<file path="config.mk">
export PLATFORM = sky130hd
export DESIGN_NAME = div_sqrt_sequencer
export DESIGN_NICKNAME = d
export VERILOG_FILES = /design/src/rtl/div_sqrt_sequencer.sv
export SDC_FILE = /design/constraint.sdc
export NUM_CORES = 1
export LEC_CHECK = 0
export ABC_CLOCK_PERIOD_IN_PS = 3300
export CORE_ASPECT_RATIO = 1.2
export CORE_MARGIN = 3
export CORE_UTILIZATION = 53
export DETAILED_ROUTE_END_ITERATION = 7
export GPL_TIMING_DRIVEN = 0
export HOLD_SLACK_MARGIN = 0.06
export PLACE_DENSITY = 0.92
export SETUP_SLACK_MARGIN = 0.15
export SLEW_MARGIN = 20
export SYNTH_ARGS = -nofsm -noshare
export SYNTH_HDL_FRONTEND = slang
export SYNTH_SLANG_ARGS = --single-unit
</file>
<file path="constraint.sdc">
create_clock -name clk -period 3.3 [get_ports clk]
set_input_delay 0.495 -clock clk [delete_from_list [all_inputs] [get_ports clk]]
set_output_delay 0.495 -clock clk [all_outputs]
set_load 0.005 [all_outputs]
</file>
<file path="src/rtl/div_sqrt_sequencer.sv">
// Issue controller for the shared iterative mantissa divide/sqrt unit: queues tagged
// requests, launches one at a time, and returns each result on a single-entry port.
module div_sqrt_sequencer #(
  parameter int INWIDTH  = 24,
  parameter int OUTWIDTH = 24,
  parameter int REMWIDTH = (INWIDTH > OUTWIDTH) ? INWIDTH : OUTWIDTH,
  parameter int TAGWIDTH = 4,
  parameter int DEPTH    = 4
) (
  input  logic                   clk,
  input  logic                   reset,
  input  logic                   flush,
  input  logic                   req_valid,
  output logic                   req_ready,
  input  logic                   req_mode,
  input  logic [TAGWIDTH-1:0]    req_tag,
  input  logic [INWIDTH-1:0]     req_a,
  input  logic [INWIDTH-1:0]     req_b,
  output logic                   unit_start,
  output logic                   unit_mode,
  output logic [INWIDTH-1:0]     unit_dividend,
  output logic [INWIDTH-1:0]     unit_divisor_radicand,
  input  logic                   unit_done,
  input  logic [OUTWIDTH-1:0]    unit_quotient_root,
  input  logic [REMWIDTH:0]      unit_remainder,
  output logic                   rsp_valid,
  input  logic                   rsp_ready,
  output logic [TAGWIDTH-1:0]    rsp_tag,
  output logic                   rsp_mode,
  output logic [OUTWIDTH-1:0]    rsp_result,
  output logic                   rsp_inexact,
  output logic [$clog2(DEPTH):0] fifo_count
);
  localparam int PW = $clog2(DEPTH);
  localparam logic [PW:0] FULL_CNT = DEPTH[PW:0];

  typedef struct packed {
    logic                mode;
    logic [TAGWIDTH-1:0] tag;
    logic [INWIDTH-1:0]  a;
    logic [INWIDTH-1:0]  b;
  } req_t;

  typedef enum logic {IDLE, WAIT} state_t;

  req_t                fifo_mem [DEPTH];
  req_t                head;
  logic [PW-1:0]       wr_ptr, rd_ptr;
  state_t              state;
  logic                discard;
  logic [TAGWIDTH-1:0] held_tag;
  logic                full, empty, push, issue;

  assign full      = (fifo_count == FULL_CNT);
  assign empty     = (fifo_count == '0);
  assign req_ready = !full && !flush;
  assign push      = req_valid && req_ready;
  assign head      = fifo_mem[rd_ptr];
  // Issue only when the response slot is free by the time the result returns.
  assign issue     = (state == IDLE) && !empty && (!rsp_valid || rsp_ready) && !flush;

  always_ff @(posedge clk) begin
    if (push) fifo_mem[wr_ptr] <= '{mode: req_mode, tag: req_tag, a: req_a, b: req_b};
  end

  always_ff @(posedge clk or posedge reset) begin
    if (reset) begin
      wr_ptr                <= '0;
      rd_ptr                <= '0;
      fifo_count            <= '0;
      state                 <= IDLE;
      discard               <= 1'b0;
      held_tag              <= '0;
      unit_start            <= 1'b0;
      unit_mode             <= 1'b0;
      unit_dividend         <= '0;
      unit_divisor_radicand <= '0;
      rsp_valid             <= 1'b0;
      rsp_tag               <= '0;
      rsp_mode              <= 1'b0;
      rsp_result            <= '0;
      rsp_inexact           <= 1'b0;
    end else begin
      unit_start <= 1'b0;
      if (rsp_valid && rsp_ready) rsp_valid <= 1'b0;

      if (flush) begin
        wr_ptr     <= '0;
        rd_ptr     <= '0;
        fifo_count <= '0;
        rsp_valid  <= 1'b0;
      end else begin
        if (push)  wr_ptr <= wr_ptr + 1'b1;
        if (issue) rd_ptr <= rd_ptr + 1'b1;
        if (push && !issue)      fifo_count <= fifo_count + 1'b1;
        else if (issue && !push) fifo_count <= fifo_count - 1'b1;
      end

      case (state)
        IDLE: begin
          if (issue) begin
            unit_start            <= 1'b1;
            unit_mode             <= head.mode;
            unit_dividend         <= head.a;
            unit_divisor_radicand <= head.b;
            held_tag              <= head.tag;
            state                 <= WAIT;
          end
        end
        WAIT: begin
          if (unit_done) begin
            state   <= IDLE;
            discard <= 1'b0;
            // A flush landing on the done cycle drops the result directly.
            if (!discard && !flush) begin
              rsp_valid   <= 1'b1;
              rsp_tag     <= held_tag;
              rsp_mode    <= unit_mode;
              rsp_result  <= unit_quotient_root;
              rsp_inexact <= |unit_remainder;
            end
          end else if (flush) begin
            discard <= 1'b1;
          end
        end
        default: state <= IDLE;
      endcase
    end
  end
endmodule

</file>
==> flow_summary.toml <==
[status]
status = "finished, final reports clean"

[critical_path]
cp.arrival_ns = 3.31
cpPeakStageDelay_ns = 0.54
criticalPathCategory = "input pin to register"
worstPathRequired_ns = 3.73
slowest_stage = "or4_1"
start_kind = "input pin"
r2r_slack_ns = 0.56
reg2reg_from = "fifo_count[2]"
reg2regPathDepth = 7
reg2reg_to = "fifo_count[1]"
cp_cell_sequence = "clkdlybuf4s50_1 > clkbuf_1 > a21oi_1 > nand2_1 > nor2_1 > fa_1 > or4_1 > a211oi_1"
crit_fanout = 10
end_kind = "register"

[drt]
drtIter0Drc = 299
routed-via-count = 5911
wl_mm = 23.08
drtPass1Iterations = 4
ant_nets = 0
wl_per_cell_um = 21.71
via_per_inst = 5.561
drc_errors = 0

[sta]
drv_slew = 0
hold_ws_ns = 0.2855
setup_tns_ns = 0
max-slew-margin-rel_pct = 32.39
period_share_pct = 87.44
min_period_ns = 2.886
fin_skew_ns = 0.02003
hold_viol = 0
setup_viol = 0
worst_pin_slew_ns = 1.007
rsz0062_at_grt = "no"
layout_setup_ws_ns = 0.4145
max_freq_mhz = 346.6

[final_layout]
areaGrowthSynthToFinish_pct = 28.56
nNetsFinal = 883
fillCellCount = 1323
fin_util_pct = 69.98
drive_gt1_share_pct = 25.09
stdcell_area_mm2 = 0.01478
finalNonFillerCells = 1063
diodes = 0

[place]
portBuffers = 191
gp_congestion = 0.7590
dp_worst_setup_slack_ns = -0.04378
post-place-cells = 1009
hpwl_mm = 14.95
placed_area_mm2 = 0.01388

[clock_network]
cts_tree = "yes"
cts-root-buf = "clkbuf_16"
clk_pin_slew_ns = 0.06
cts_buffer_depth = 3
post_cts_buffers = 0
cts_sinks = 306
htree_levels = 1
insertion_delay_ns = 0.54
numCtsBuffers = 29
ctsHoldBuffers = 0
cts-resized-gates = 0

[synth]
ys.flop_type = "edfxtp_1"
synthTopCellsByCount = "edfxtp_1 (212), dfrtp_1 (94), mux2_2 (80)"
yosysTopAreaCell = "edfxtp_1"
synth-edff-count = 212
synthCells = 543
syn-cell-area_mm2 = 0.01149
synthMostInstantiatedCell = "edfxtp_1"
synth_top_area_share_pct = 55.38
yosys_warnings = 0
syn-mean-instance-area_um2 = 21.17
synth.area.top_cells = "edfxtp_1 (55%), dfrtp_1 (20%), mux4_2 (10%), mux2_2 (7.8%), buf_6 (0.59%)"
seq_area_frac_synth_pct = 75.85
ys_seq_elements = 306
yosysUniqueCellTypes = 35
async_reset_ff_share_pct = 30.72
syn_nets = 656

[power]
leakagePower_nw = 5.163
p_total_mw = 11.70
powerDensity_mw_per_mm2 = 791.9
vdd_drop_max_v = 0.0006419

[grt]
grt_pass1_wl_mm = 36.07
grtUsageMet2_pct = 34.04
grt.overflow.total = 0
busiest_layer = "met2"
grt_max_degree = 73
grt_use_met3_pct = 4.113
antenna_found_initial = 2
grt_pass1_vias = 6392
grt.total_usage_pct = 19.68
grtUsageMet1_pct = 25.83

[die]
die_w_um = 140.4
design.die.area_mm2 = 0.02350
die_h_um = 167.3
rows = 58
core_mm2 = 0.02112
boundaryPins = 193
start_util_pct = 54.43

[run]
max_cap_viol_count = 0

[min_path]
hold_class = "input pin to asynchronous set/reset pin"
cells by family (layout without fill, tap and decap cells):
kind of cell             count (synthesis)  after routing  share of synthesized area, %
buffers and inverters                   33            283                         1.589
AND/OR/NAND/NOR                         41             41                         2.025
AO/OA/AOI/OAI                           18             18                         1.099
adder cells (fa/ha/maj)                  5              5                        0.6096
XOR/XNOR                                 3              3                        0.2286
flip-flops                             306            306                         75.85
multiplexers                           137            137                         18.60
cell usage in the layout, fill, tap and decap left out, types with 2 or more instances in the layout:
master / synthesis / layout
edfxtp_1: 212 / 212
clkdlybuf4s50_1: 0 / 191
dfrtp_1: 94 / 94
mux2_2: 80 / 80
mux4_2: 53 / 53
clkbuf_16: 0 / 29
clkbuf_1: 8 / 22
buf_2: 11 / 11
nor2_1: 10 / 10
nor4_1: 8 / 8
inv_1: 8 / 7
buf_6: 6 / 6
a21oi_1: 6 / 6
nand2_1: 4 / 4
and3_4: 0 / 4
ha_1: 4 / 4
buf_12: 0 / 4
nor3_1: 4 / 3
xnor2_1: 3 / 3
nand3_1: 3 / 3
mux2_1: 3 / 3
clkinv_2: 0 / 3
clkinv_1: 0 / 3
nor2b_1: 2 / 2
a311oi_1: 2 / 2
or4_1: 2 / 2
o21bai_1: 2 / 2
inv_6: 0 / 2
o31a_1: 2 / 2
bufinv_16: 0 / 2
power by group:
group	switching (mW)	leakage [nW]	internal, mW	total (mW)
clock	1.30	0.434	1.81	3.11
sequential	0.372	3.06	4.88	5.25
combinational	1.25	1.67	2.09	3.34
total	2.92	5.16	8.78	11.7
cell type report:
cell class	count	area, um2	area share (%)
clock inverter	10	103.9	0.7027
buffer	25	152.6	1.033
tap	270	337.8	2.286
clock buffer	44	792.0	5.359
multi-input combinational	204	2619	17.72
timing repair buffer	196	2019	13.67
inverter	8	35.03	0.2371
sequential	306	8718	59.00
sequential cells by signal (all words and copies together) (netlist names):
| signal | count |
|---|---|
| rsp_valid | 1 |
| state | 1 |
| unit_mode | 1 |
| fifo_count | 3 |
| unit_divisor_radicand | 24 |
| fifo_mem | 212 |
| rsp_tag | 4 |
| rsp_result | 24 |
| rsp_inexact | 1 |
| discard | 1 |
| unit_start | 1 |
| unit_dividend | 24 |
| rd_ptr | 2 |
| wr_ptr | 2 |
| held_tag | 4 |
| rsp_mode | 1 |
worst max path at each step:
stage,cells past startpoint,end,from
floorplan,1,discard,reset
global placement,2,unit_dividend[2],reset
detailed placement,8,fifo_count[1],flush
CTS,4,req_ready,flush
global route,4,req_ready,flush
finish,8,fifo_count[1],flush
metal layers:
metal	wire, um	vias up
met2	12010	226
met1	8966	3015
met4	391	4
met3	1684	38
li1	-	2628
met5	27	-
worst max-delay path, delay by kind of cell:
family	cells	cell delay, ns
adder cells (fa/ha/maj)	1	0.46
AND/OR/NAND/NOR	3	0.82
AO/OA/AOI/OAI	2	0.69
buffers and inverters	2	0.83
No activity file was read; power rests on OpenSTA's default activity.
